--- config.mk ---
export PLATFORM = sky130hd
export DESIGN_NAME = mac_operand_issuer
export DESIGN_NICKNAME = d
export VERILOG_FILES = /design/src/rtl/mac_operand_issuer.sv
export SDC_FILE = /design/constraint.sdc
export NUM_CORES = 1
export LEC_CHECK = 0
export CORE_AREA = 4 4 66 68
export DETAILED_ROUTE_END_ITERATION = 6
export DIE_AREA = 0 0 70 72
export DONT_BUFFER_PORTS = 1
export PLACE_DENSITY = 0.6
export RECOVER_POWER = 100
export REMOVE_ABC_BUFFERS = 1
export SETUP_SLACK_MARGIN = 0.4
export SLEW_MARGIN = 10
export SYNTH_ARGS = -nofsm -noshare
export SYNTH_HDL_FRONTEND = slang
export SYNTH_SLANG_ARGS = --single-unit
--- constraint.sdc ---
create_clock -name i_clk -period 1.9 [get_ports i_clk]
set_clock_uncertainty 0.05 [all_clocks]
set_input_delay 0.19 -clock i_clk [delete_from_list [all_inputs] [get_ports i_clk]]
set_output_delay 0.19 -clock i_clk [all_outputs]
set_load 0.05 [all_outputs]
--- src/rtl/mac_operand_issuer.sv ---
// Operand sequencer for one MAC pass: fetch N_TERMS weight/input pairs, strobe each to the MAC,
// wait for the term counter, clear it, pulse done. Optional watchdog: MAC_ISSUER_TIMEOUT_EN.
module mac_operand_issuer #(
  parameter int N_TERMS = 3,
  parameter int ADDR_W  = 2,
  parameter int DATA_W  = 16,
  parameter int TIMEOUT = 15
) (
  input  logic              i_clk,
  input  logic              i_rst,      // asynchronous, active-low
  input  logic              i_start,
  input  logic              i_hold,
  input  logic [DATA_W-1:0] i_w_in,
  input  logic [DATA_W-1:0] i_x_in,
  input  logic              i_ack__mac,
  output logic [ADDR_W-1:0] o_addr,
  output logic [DATA_W-1:0] o_mac_a,
  output logic [DATA_W-1:0] o_mac_b,
  output logic              o_ack,
  output logic              o_clr_cnt,
  output logic              o_busy,
  output logic              o_done
`ifdef MAC_ISSUER_TIMEOUT_EN
  ,
  output logic              o_err
`endif
);

  typedef enum logic [2:0] {
    S_IDLE     = 3'd0,
    S_FETCH    = 3'd1,
    S_ISSUE    = 3'd2,
    S_WAIT_MAC = 3'd3,
    S_FIN      = 3'd4
  } state_t;

  localparam logic [ADDR_W-1:0] LAST_IDX = ADDR_W'(N_TERMS - 1);

  // Reject configurations where the index could wrap or the watchdog could never fire.
  if (N_TERMS < 1 || N_TERMS > (1 << ADDR_W) || TIMEOUT < 1) begin : g_bad_params
    $error("mac_operand_issuer: illegal N_TERMS/ADDR_W/TIMEOUT combination");
  end

  state_t            r_state, w_state_nxt;
  logic [ADDR_W-1:0] r_idx, w_idx_nxt;
  logic [ADDR_W-1:0] r_addr, w_addr_nxt;
  logic [DATA_W-1:0] r_mac_a, w_mac_a_nxt;
  logic [DATA_W-1:0] r_mac_b, w_mac_b_nxt;
  logic              r_ack, w_ack_nxt;
  logic              r_clr_cnt;
  logic              r_busy;
  logic              r_done;
  logic              w_fin_nxt;

`ifdef MAC_ISSUER_TIMEOUT_EN
  localparam int CNT_W = $clog2(TIMEOUT + 1);
  logic [CNT_W-1:0] r_wait_cnt, w_wait_cnt_nxt;
  logic             r_err, w_err_nxt;
`endif

  // Next-state, operand capture and strobe decode.
  always_comb begin
    w_state_nxt = r_state;
    w_idx_nxt   = r_idx;
    w_addr_nxt  = r_addr;
    w_mac_a_nxt = r_mac_a;
    w_mac_b_nxt = r_mac_b;
    w_ack_nxt   = 1'b0;
`ifdef MAC_ISSUER_TIMEOUT_EN
    w_wait_cnt_nxt = {CNT_W{1'b0}};
    w_err_nxt      = r_err;
`endif
    case (r_state)
      S_IDLE: begin
        if (i_start) begin
          w_state_nxt = S_FETCH;
          w_idx_nxt   = {ADDR_W{1'b0}};
          w_addr_nxt  = {ADDR_W{1'b0}};
        end else begin
          w_state_nxt = S_IDLE;
        end
      end
      S_FETCH: begin
        if (i_hold) begin
          w_state_nxt = S_FETCH;
        end else begin
          w_state_nxt = S_ISSUE;
        end
      end
      S_ISSUE: begin
        if (i_hold) begin
          w_state_nxt = S_ISSUE;
        end else begin
          w_mac_a_nxt = i_w_in;
          w_mac_b_nxt = i_x_in;
          w_ack_nxt   = 1'b1;
          if (r_idx == LAST_IDX) begin
            w_state_nxt = S_WAIT_MAC;
          end else begin
            w_idx_nxt   = r_idx + ADDR_W'(1);
            w_addr_nxt  = r_addr + ADDR_W'(1);
            w_state_nxt = S_FETCH;
          end
        end
      end
      S_WAIT_MAC: begin
        if (i_ack__mac) begin
          w_state_nxt = S_FIN;
`ifdef MAC_ISSUER_TIMEOUT_EN
        end else if (r_wait_cnt == CNT_W'(TIMEOUT - 1)) begin
          w_state_nxt = S_FIN;
          w_err_nxt   = 1'b1;
        end else begin
          w_wait_cnt_nxt = r_wait_cnt + CNT_W'(1);
        end
`else
        end else begin
          w_state_nxt = S_WAIT_MAC;
        end
`endif
      end
      S_FIN: begin
        w_state_nxt = S_IDLE;
      end
      default: begin
        w_state_nxt = S_IDLE;
      end
    endcase
    w_fin_nxt = (w_state_nxt == S_FIN);
  end

  // State and registered outputs; everything advances on the falling clock edge.
  always_ff @(negedge i_clk or negedge i_rst) begin
    if (!i_rst) begin
      r_state   <= S_IDLE;
      r_idx     <= {ADDR_W{1'b0}};
      r_addr    <= {ADDR_W{1'b0}};
      r_mac_a   <= {DATA_W{1'b0}};
      r_mac_b   <= {DATA_W{1'b0}};
      r_ack     <= 1'b0;
      r_clr_cnt <= 1'b0;
      r_busy    <= 1'b0;
      r_done    <= 1'b0;
`ifdef MAC_ISSUER_TIMEOUT_EN
      r_wait_cnt <= {CNT_W{1'b0}};
      r_err      <= 1'b0;
`endif
    end else begin
      r_state   <= w_state_nxt;
      r_idx     <= w_idx_nxt;
      r_addr    <= w_addr_nxt;
      r_mac_a   <= w_mac_a_nxt;
      r_mac_b   <= w_mac_b_nxt;
      r_ack     <= w_ack_nxt;
      r_clr_cnt <= w_fin_nxt;
      r_busy    <= (w_state_nxt != S_IDLE);
      r_done    <= w_fin_nxt;
`ifdef MAC_ISSUER_TIMEOUT_EN
      r_wait_cnt <= w_wait_cnt_nxt;
      r_err      <= w_err_nxt;
`endif
    end
  end

  assign o_addr    = r_addr;
  assign o_mac_a   = r_mac_a;
  assign o_mac_b   = r_mac_b;
  assign o_ack     = r_ack;
  assign o_clr_cnt = r_clr_cnt;
  assign o_busy    = r_busy;
  assign o_done    = r_done;
`ifdef MAC_ISSUER_TIMEOUT_EN
  assign o_err     = r_err;
`endif

endmodule

==> out/qor.csv <==
metric;value;unit
Worst Path Arrival;1.97;ns
total number of vias;1026;
Setup crit start kind;flip-flop;
Nets;182;
Worst setup EP type;output pin;
sequential fraction of the synthesis area;63.0;%
area occupied by multi-input gates;721;um2
Clk pin slew, worst setup/hold paths;0.06;ns
final setup vio count;71;
CTS Buf Count;5;
H-Tree Level Count;2;
# Max-Cap Violations;0;
outcome;complete, but fails checks;
Total GRT Usage;16.8;%
Post-synth EDFFs;0;
Crit Path Category;reg2out;
Setup Slack @ Placement;-0.412;ns
ys flop type;dfrtn_1;
first-pass GRT wire length;6330;um
die height;72;um
WL final;4190;um
Hold Path Class;in2async;
Layout area overhead;44.5;%
Core Footprint;3860;um2
site row count;23;
Post-route DRC;0;
post-route setup TNS;-15.00;ns
CTS Hold Bufs;0;
WL/cell;21.5;um
share of cells above drive strength 1;51.7;%
n_diodes;0;
Starting Density;43.3;%
FF+latch area;1050;um2
Crit path required time;1.66;ns
die width;70;um
Final ANT Viol Nets;0;
distinct cell type count after synthesis;19;
RSZ-0062 raised after global routing;yes;
IO Port Bufs;0;
top cell type's share of synthesized area;63.0;%
Synth Area per Inst;14.8;um2
I/O Pins;75;
CTS root buf;clkbuf_8;
synthesized area;1670;um2
most frequent cells after synthesis;42 x dfrtn_1, 32 x mux2_2, 8 x o21ai_0;
ys async rst share;100;%
fill count;287;
top-count cell post-synth;dfrtn_1;
Rel. slew slack;62.6;%
vias per cell;5.26;
gpl congestion;0.723;
top cells by area, synth;dfrtn_1 63%, mux2_2 22%, o21ai_0 2.4%;
cell taking the most area after synthesis;dfrtn_1;
FF+latch count, synth;42;
total grt overflow;0;
flop2flop setup slack;0.16;ns
Least-Margin Pin Slew;0.547;ns
First-pass DRT Iterations;4;
post-detail-place hpwl;2150;um
post-synthesis cell count;113;
vias in the first global route;1110;
Final Hold Fails;0;
largest net degree at the start of global routing;43;
Slew Viols, Final;0;
worst hold margin;0.369;ns
Worst Setup Slack, final;-0.311;ns
CTS tree;done;
worst-path fanout max;2;
failing checks;negative setup slack;
clock sinks;42;
yosys synthesis warning count;0;
Worst-Skew Late Latency;0.29;ns
fin util;62.6;%
Initial DRC Count;52;
full die area;5040;um2
Clock Path Buffers;2;
antenna violations before repair;0;
through the flow:
stage / std cells / instance area, um2
after global routing: 195 / 2410
after global placement: 167 / 1830
after CTS: 191 / 2370
after floorplan: 109 / 1630
after detailed placement: 167 / 1830
final: 195 / 2410
registers in the layout, summed over array words and instances, names as in the netlist:
signal and cells:
o_done 1, o_mac_b 16, r_state 3, o_busy 1, r_idx 2, o_mac_a 16
o_ack 1, o_addr 2
cell usage in the layout, fill, tap and decap left out, drive strengths merged:
master and count:
nor3b 1, dfrtn 42, nand2b 3, ha 1, nor3 1, and2 3
nor2b 3, clkbuf 8, mux2 32, a2111oi 1, nor2 2, a211o 1
o311ai 1, a21o 1, and3 1, buf 28, inv 3, o21ai 8
nand2 5
what timing repair did:
item / in CTS / in global routing
endpoints found under the setup margin: 77 / 78
gates cloned: 5 / 0
pin swaps: 3 / 3
setup buffers: 11 / 4
gates resized for setup: 53 / 10
worst reg2reg max path: cells and delay by family, from the launching register on:
kind / cells / cell delay [ns]
buffers and inverters: 3 / 0.38
DFF: 1 / 0.57
muxes: 1 / 0.30
and+or+nand+nor: 2 / 0.29
kinds of logic after synthesis:
| logic type | synth area share [%] |
|---|---|
| and+or+nand+nor | 6.75 |
| AOI/OAI and AO/OA | 4.80 |
| DFF | 63.0 |
| muxes | 21.6 |
| buffers and inverters | 3.15 |
| adders and majority gates | 0.750 |
final cells by class:
type | instances | area share (%)
sequential | 42 | 43.6
multi-input combinational | 64 | 29.9
timing repair buffer | 28 | 18.9
clock buffer | 8 | 4.56
tap | 50 | 2.59
inverter | 3 | 0.467
path summary, 6_finish.rpt:
| check | endpoint | cells after the start | from |
|---|---|---|---|
| min | o_mac_b[1] | 0 | i_rst |
| max in group asynchronous | o_mac_a[0] | 0 | i_rst |
| min reg2reg | r_idx[0] | 2 | r_idx[0] |
| min in group i_clk | r_idx[0] | 2 | r_idx[0] |
| max | o_mac_a[7] | 0 | o_mac_a[7] |
| max reg2reg | o_mac_a[8] | 6 | r_state[1] |
metal layers:
layer / track usage [%] / vias to the layer above / wire, um / share of wire [%]
met3: 7.20 / 4 / 304 / 7.3
met5: 0 / - / 0 / 0
met1: 20.1 / 524 / 1630 / 39
li1: - / 456 / - / -
met2: 27.0 / 42 / 2210 / 53
met4: 6.81 / 0 / 47 / 1.1
Power is not shown: default switching activity piles up to over one toggle a cycle in this logic, so the estimate is an artifact.
